File: src/rtl/csr_access_unit.sv
// ---------------------------------------------------------------------------
// csr_access_unit
//
// Initiator side of the CSR file read/write port. Buffers one CSR micro-op
// (csrrd / csrwr / csrxchg) from issue, waits for the ROB to commit it, then
// runs a read-modify-write on the CSR file and returns the old CSR value to
// register writeback. CSR ops are serializing, so one buffer entry is enough.
//
// Ports:
//   Clk, Rest                      clock, synchronous active-low reset
//   InValid/InReady, InOp,         issue handshake and micro-op fields
//   InCsrAddr, InRdVal, InRjVal,
//   InRd, InRobTag
//   CommitValid, CommitRobTag      ROB head commit notification
//   Flush                          kills an op that has not yet committed
//   CsrRdEn/CsrRdAddr/CsrRdData    CSR read port (data one cycle after enable)
//   CsrWrEn/CsrWrAddr/CsrWrData    CSR write port (single-cycle strobe)
//   WbValid/WbReady, WbRd,         writeback handshake carrying the old value
//   WbData, WbRobTag
//   Busy                           an op is buffered or in flight
// ---------------------------------------------------------------------------
module csr_access_unit #(
   parameter int ROB_W  = 6,
   parameter int DATA_W = 32
) (
   input  logic              Clk,
   input  logic              Rest,
   input  logic              InValid,
   output logic              InReady,
   input  logic [1:0]        InOp,
   input  logic [13:0]       InCsrAddr,
   input  logic [DATA_W-1:0] InRdVal,
   input  logic [DATA_W-1:0] InRjVal,
   input  logic [4:0]        InRd,
   input  logic [ROB_W-1:0]  InRobTag,
   input  logic              CommitValid,
   input  logic [ROB_W-1:0]  CommitRobTag,
   input  logic              Flush,
   output logic              CsrRdEn,
   output logic [13:0]       CsrRdAddr,
   input  logic [DATA_W-1:0] CsrRdData,
   output logic              CsrWrEn,
   output logic [13:0]       CsrWrAddr,
   output logic [DATA_W-1:0] CsrWrData,
   output logic              WbValid,
   input  logic              WbReady,
   output logic [4:0]        WbRd,
   output logic [DATA_W-1:0] WbData,
   output logic [ROB_W-1:0]  WbRobTag,
   output logic              Busy
);

   localparam logic [1:0] OP_ILLEGAL = 2'b00;
   localparam logic [1:0] OP_RD      = 2'b01;
   localparam logic [1:0] OP_WR      = 2'b10;

   typedef enum logic [2:0] {
      IDLE     = 3'd0,
      WAIT_CMT = 3'd1,
      READ     = 3'd2,
      LATCH    = 3'd3,
      WRITE    = 3'd4,
      RESP     = 3'd5
   } state_t;

   state_t state;
   state_t state_next;

   logic [1:0]        op;
   logic [13:0]       addr;
   logic [DATA_W-1:0] rd_val;
   logic [DATA_W-1:0] rj_val;
   logic [4:0]        rd;
   logic [ROB_W-1:0]  rob_tag;
   logic [DATA_W-1:0] old_val;

   logic in_accept;
   logic commit_hit;

   assign InReady    = (state == IDLE) && !Flush && Rest;
   assign in_accept  = InValid && InReady && (InOp != OP_ILLEGAL);
   assign commit_hit = CommitValid && (CommitRobTag == rob_tag);

   always_ff @(posedge Clk) begin
      if (!Rest) begin
         state <= IDLE;
      end else begin
         state <= state_next;
      end
   end

   // Commit is checked before Flush in WAIT_CMT: once the ROB says the op
   // committed it must complete even if a flush arrives in the same cycle.
   // From READ onward the op is architecturally committed, so Flush is ignored.
   always_comb begin
      state_next = state;
      case (state)
         IDLE: begin
            if (in_accept) begin
               state_next = WAIT_CMT;
            end
         end
         WAIT_CMT: begin
            if (commit_hit) begin
               state_next = READ;
            end else if (Flush) begin
               state_next = IDLE;
            end
         end
         READ:  state_next = LATCH;
         LATCH: state_next = WRITE;
         WRITE: state_next = RESP;
         RESP: begin
            if (WbReady) begin
               state_next = IDLE;
            end
         end
         default: state_next = IDLE;
      endcase
   end

   // Operand buffer. The old CSR value is captured in LATCH because the CSR
   // file returns read data exactly one cycle after the READ-state enable.
   always_ff @(posedge Clk) begin
      if (!Rest) begin
         op      <= '0;
         addr    <= '0;
         rd_val  <= '0;
         rj_val  <= '0;
         rd      <= '0;
         rob_tag <= '0;
         old_val <= '0;
      end else begin
         if (in_accept) begin
            op      <= InOp;
            addr    <= InCsrAddr;
            rd_val  <= InRdVal;
            rj_val  <= InRjVal;
            rd      <= InRd;
            rob_tag <= InRobTag;
         end
         if (state == LATCH) begin
            old_val <= CsrRdData;
         end
      end
   end

   // Strobes are qualified with Rest so that a reset arriving mid-operation
   // can never leak a CSR access or writeback in the reset cycle itself.
   always_comb begin
      CsrRdEn   = Rest && (state == READ);
      CsrRdAddr = addr;
      CsrWrEn   = Rest && (state == WRITE) && (op != OP_RD);
      CsrWrAddr = addr;
      if (op == OP_WR) begin
         CsrWrData = rd_val;
      end else begin
         CsrWrData = (old_val & ~rj_val) | (rd_val & rj_val);
      end
      WbValid  = Rest && (state == RESP);
      WbRd     = rd;
      WbData   = old_val;
      WbRobTag = rob_tag;
      Busy     = (state != IDLE);
   end

endmodule

File: config.mk
export PLATFORM = sky130hd
export DESIGN_NAME = csr_access_unit
export DESIGN_NICKNAME = d
export VERILOG_FILES = /design/src/rtl/csr_access_unit.sv
export SDC_FILE = /design/constraint.sdc
export NUM_CORES = 1
export LEC_CHECK = 0
export ABC_CLOCK_PERIOD_IN_PS = 2090
export CAP_MARGIN = 40
export CORE_ASPECT_RATIO = 1.4
export CORE_UTILIZATION = 27
export DETAILED_ROUTE_END_ITERATION = 16
export PLACE_DENSITY_LB_ADDON = 0.05
export SKIP_LAST_GASP = 1
export SLEW_MARGIN = 20
export SYNTH_ARGS = -nofsm -noshare
export SYNTH_HDL_FRONTEND = slang
export SYNTH_SLANG_ARGS = --single-unit
File: constraint.sdc
create_clock -name Clk -period 2.09 [get_ports Clk]
set_input_delay 0.418 -clock Clk [delete_from_list [all_inputs] [get_ports Clk]]
set_output_delay 0.418 -clock Clk [all_outputs]
set_load 0.01 [all_outputs]
# Word level (Yosys, flattened, before mapping)

Index checks and enable logic that the tools add are counted.

Register bits: 126
Input bits: 135
Output and inout bits: 108
Logic and storage cells: 43

Equal/unequal tests: 11
Multiplexer cells: 6
Bitwise gates (word level): 4
Reductions and logical operators: 14

Operators with widths:

| cell                 | number |
|---|---|
| $and A32 B32 Y32     | 2 |
| $mux W32             | 1 |
| $not A32 Y32         | 1 |
| $or A32 B32 Y32      | 1 |
| $pmux W3 S6          | 1 |
| $mux W3              | 4 |
| $logic_and A1 B1 Y1  | 9 |
| $eq A3 B2 Y1 const B | 2 |
| $eq A3 B3 Y1 const B | 2 |
| $eq A6 B6 Y1         | 1 |
| $ne A2 B2 Y1 const B | 2 |
| $eq A3 B1 Y1 const B | 1 |
| $logic_not A3 Y1     | 1 |
| $ne A3 B3 Y1 const B | 1 |
| $reduce_and A3 Y1    | 1 |
| $reduce_bool A3 Y1   | 1 |
| $eq A2 B2 Y1 const B | 1 |
| $ne A2 B1 Y1 const B | 1 |
| $reduce_bool A2 Y1   | 1 |
| $logic_not A1 Y1     | 1 |

# Logic depth before layout (Yosys ltp)

Depth in word-level cells: 7
Mapped depth: 7

# Worst setup path before layout

No wires, ideal clock.

Path kind: reg2out
Start point: register op[1]
End point: output CsrWrData[10]
Data arrival time: 1.245 ns
Required time: 1.672 ns
Slack: 0.427 ns
Cell stages (with the launch flop): 6
Buffers on the path: 2
Path through: dfxtp_1 nor2b_1 clkbuf_1 clkbuf_1 nor2_1 mux2_2

Word-level cells in the longest chain between the ends: 2

RTL lines:

| element                | RTL line | text |
|---|---|---|
| start, declared        | 69       | `logic [1:0] op;` |
| start signal, assigned | 135      | `op <= InOp;` |
| $eq A2 B2 Y1           | 155      | `if (op == OP_WR) begin` |
| $mux W32               | 155      |  |
| end, declared          | 44       | `output logic [DATA_W-1:0] CsrWrData,` |

Every way passes these cells.

# Worst setup path in the final report

Start point: register op[1]
End point: output CsrWrData[24]

The elaborated chain is that of the path after synthesis.

==> impl_summary.md <==
STA
Clock skew on the completed layout was measured at 0.00971 ns. For the pin with the worst max-slew slack, the measured transition is 0.705 ns. After layout, the worst path uses 103% of the clock period. The setup slack of the critical path after layout is -0.0600 ns. The top achievable clock speed is 465 MHz.

The final number of max-transition violations came to 0. On the final layout, the worst hold slack is 0.480 ns. In the final timing run, aggregate negative setup slack is -0.772 ns. Setup repair after global routing could not meet its margin everywhere.

The count of endpoints failing hold in the final timing report is 0. The smallest clock period supported by the final layout is computed as 2.15 ns. The worst pin sits at a relative slew slack of 53.0%. Setup violations remaining at the end of the flow were counted as 25.

Layout
The count of fill cells added during filler insertion is 1,988. Summing all multi-input logic gate instances after layout gives 2960 µm². The library cell used most frequently in the layout, excluding fill and tap cells, is sky130_fd_sc_hd__clkdlybuf4s50_1. The net count of the finished layout is 926. The layout cell share with drive strength beyond 1 is 20.4%. Summing all flip-flop and latch instances after layout gives 2530 µm². From synthesis to final layout, the design area changed by 63.3%. In the layout the commonest cells are sky130_fd_sc_hd__clkdlybuf4s50_1, sky130_fd_sc_hd__dfxtp_1, sky130_fd_sc_hd__nor2b_1, sky130_fd_sc_hd__mux2i_1, sky130_fd_sc_hd__nand2_1. The repair_antennas step left the layout with diodes totalling 0.

Min path
The hold path startpoint is WbData[15]. The worst hold path terminates at WbData[15]. The worst hold path belongs to the class reg -> reg. The number of cells on the worst hold path is 2.

Floorplan
The die is 173 µm tall. The horizontal die dimension is 124 µm. The starting density of the core is 27.6%. The area inside the core boundary is 20,500 µm². The row count is 62. The die area is 21,500 µm².

Pin placement for this block handled 243 I/O pins.

Logic synthesis
The mean area per synthesized cell is 10.2 µm². After synthesis, the cell types taking the most area are sky130_fd_sc_hd__dfxtp_1, sky130_fd_sc_hd__mux2i_1, sky130_fd_sc_hd__nor2b_1. Summing every instance area after synthesis gives 5650 µm². The number of distinct standard cells referenced by the synthesized netlist is 28. The share of Yosys cell area claimed by the top area cell type is 44.7%. The Yosys step of the flow raised 0 warnings. Of all cell types, the one taking the most synthesized area is sky130_fd_sc_hd__dfxtp_1. The total nets after synthesis is 689. The sequential area share after synthesis is 44.7%. Synthesis handed over a netlist of 554 instances. After synthesis the netlist holds a flip-flop and latch count of 126.

Pwr
The total power is 6350 µW. Summed over all cells, the static leakage comes to 0.00335 µW. Across the VDD grid, the largest voltage drop is 0.518 mV. The total power divided by cell area is 688 nW/µm². The net switching fraction of the power is 21.0%.

Combinational logic burns 10.3% of the power. Summed over all nets, the switching power comes to 1330 µW. The part of the power in registers is 39.3%. The total internal power is 5010 µW.

The fraction of power consumed by the clock network is 50.4%.

Route
The average vias per placed instance is 4.36. The first TritonRoute pass finished after 4 iterations. The routed wire length per instance is 16.0 µm.

The total number of vias is 4,618. The sum of routed wire length over all layers is 16.9 mm. After detailed routing, the number of remaining DRC violations is 0. The count of nets left with antenna violations once routing finished came out at 0.

The number of DRC violations after detailed-routing iteration 0 is 137.

GRT
The global routing's busiest layer is met2. The via count of the first global-routing pass was 4,957. The met1 track demand over resource in global routing is 17.5%.

Entering global routing, the biggest net connects 82 pins. The initial antenna violation count is 0. The global route total overflow is 0. Global routing consumed, on the met3 layer, 4.24% of the routing resources. The global-route total usage across every layer is 15.6%.

The met2 track demand over resource is 28.1%. The first global-routing pass estimated 26.3 mm of wire.

Worst setup path
The delay contributed by the slowest stage of the critical path is 0.33 ns. The critical path data required time is 1.67 ns. In this run the critical register-to-register path is launched from state[0]. The worst setup path is captured at an output port. For the worst setup path, the data arrival time is 1.73 ns. The largest individual stage delay along the critical path comes from the cell sky130_fd_sc_hd__mux2_2. The critical path goes through nor2b_4 -> buf_8 -> clkbuf_16 -> nor2_2 -> mux2_2 -> buf_2.

The worst register-to-register path has a depth of 7. STA classifies the critical path startpoint as a register. In this run the register-to-register setup slack is 0.35 ns. The type of the worst setup path is reg -> out. In this run the critical register-to-register path is captured at WbRd[2]. The maximum fanout encountered on the critical timing path is 4.

Clock tree
Clock tree synthesis inserted a total of 17 buffers. The level count of the clock H-tree is 4. The number of sinks on the clock net is 126. The clock tree from TritonCTS is yes. The clock input transition at the sequential cells of the worst setup and hold paths is 0.06 ns. The number of buffers on the longest clock path is 2.

The clock root buffer is sky130_fd_sc_hd__clkbuf_16. The insertion delay of the later-clocked pin in the worst-skew pair is 0.42 ns.

Outcome
The run finished, with violations left. The final reports fail on negative setup slack.

Run
Max-cap violations in this run came to 0.

Place
The congestion estimate from routability-driven global placement came to 0.715. The post-placement setup slack is -0.113 ns. Detailed placement finished with a half-perimeter wire length of 11.8 mm. The count of buffers added on input and output ports is 242.
==> registers in the layout (all words and copies together) (netlist names) <==
name,cells
op,2
WbRobTag,6
CsrRdAddr,14
WbData,32
WbRd,5
state,3
rd_val,32
rj_val,32
==> power by group through the flow <==
stage | logic, µW | clock network [µW] | registers [µW]
2_1_floorplan | 273 | 0 | 2540
3_3_place_gp | 611 | 0 | 2540
3_5_place_dp | 620 | 0 | 2540
4_1_cts | 656 | 3290 | 2490
5_1_grt | 700 | 3390 | 2500
6_report | 652 | 3200 | 2500
==> critical path: cells and delay by family (launching register included) <==
kind / cells / cell delay [ns]
buffers and inverters: 3 / 0.45
DFF: 1 / 0.32
muxes: 1 / 0.33
and+or+nand+nor: 2 / 0.22
==> stage by stage <==
stage	utilization, %	area [µm²]	std cells
final	45.0	9220	1059
after global routing	45.0	9220	1059
after CTS	44.3	9080	1057
after detailed placement	40.0	8190	1021
after global placement	40.0	8190	1021
after floorplan	-	5650	554
==> Yosys cell counts, drive strengths merged <==
master / instances
nor3b: 1
mux2i: 92
dfxtp: 126
xnor2: 3
inv: 1
nor3: 1
nor2b: 93
a21boi: 32
nand4bb: 1
o21a: 1
nand2: 69
nand2b: 1
nor4: 3
or2: 1
xor2: 3
nor2: 36
mux2: 32
o21ai: 2
a41o: 1
nand4: 2
or4: 1
buf: 28
a21oi: 1
clkbuf: 23
==> kinds of logic (layout without fill, tap and decap cells) <==
logic type                count (synthesis)  in the layout  synth area share [%]
DFF                                     126            126                  44.7
xor gates and xnor gates                  6              6                 0.931
buffers and inverters                    52            301                  7.69
AOI/OAI and AO/OA                        37             37                  4.85
muxes                                   124            124                  22.7
and+or+nand+nor                         209            209                  19.2
==> area by class of cell <==
type,instances,area share (%)
Inverter,1,0.0407
Tap cell,256,3.47
Timing Repair Buffer,269,30.0
Clock inverter,9,1.71
Sequential cell,126,27.4
Multi-Input combinational cell,376,32.1
Clock buffer,22,5.25
==> per-layer routing <==
metal  wire [µm]  part of all wire, %
met5           0                    0
met4         291                  1.7
met3         820                  4.8
met2        8890                   52
met1        6950                   41
==> what timing repair did <==
item                       CTS  global route
cloned                       2             1
pin swaps                    1             4
resized for setup          216            28
hold buffers                 0             0
buffers inserted             3             2
setup endpoints to repair   37            33
==> worst max path at each step <==
stage	startpoint	to	slack [ns]	cells after the start
global placement	Flush	CsrRdAddr[10]	-0.1	7
detailed placement	Flush	WbRd[2]	-0.11	7
CTS	op[1]	CsrWrData[22]	-0.13	7
finish	op[1]	CsrWrData[24]	-0.06	6
global route	op[1]	CsrWrData[1]	-0.13	6
floorplan	op[1]	CsrWrData[10]	0.43	5
No activity file was read; power rests on OpenSTA's default activity.
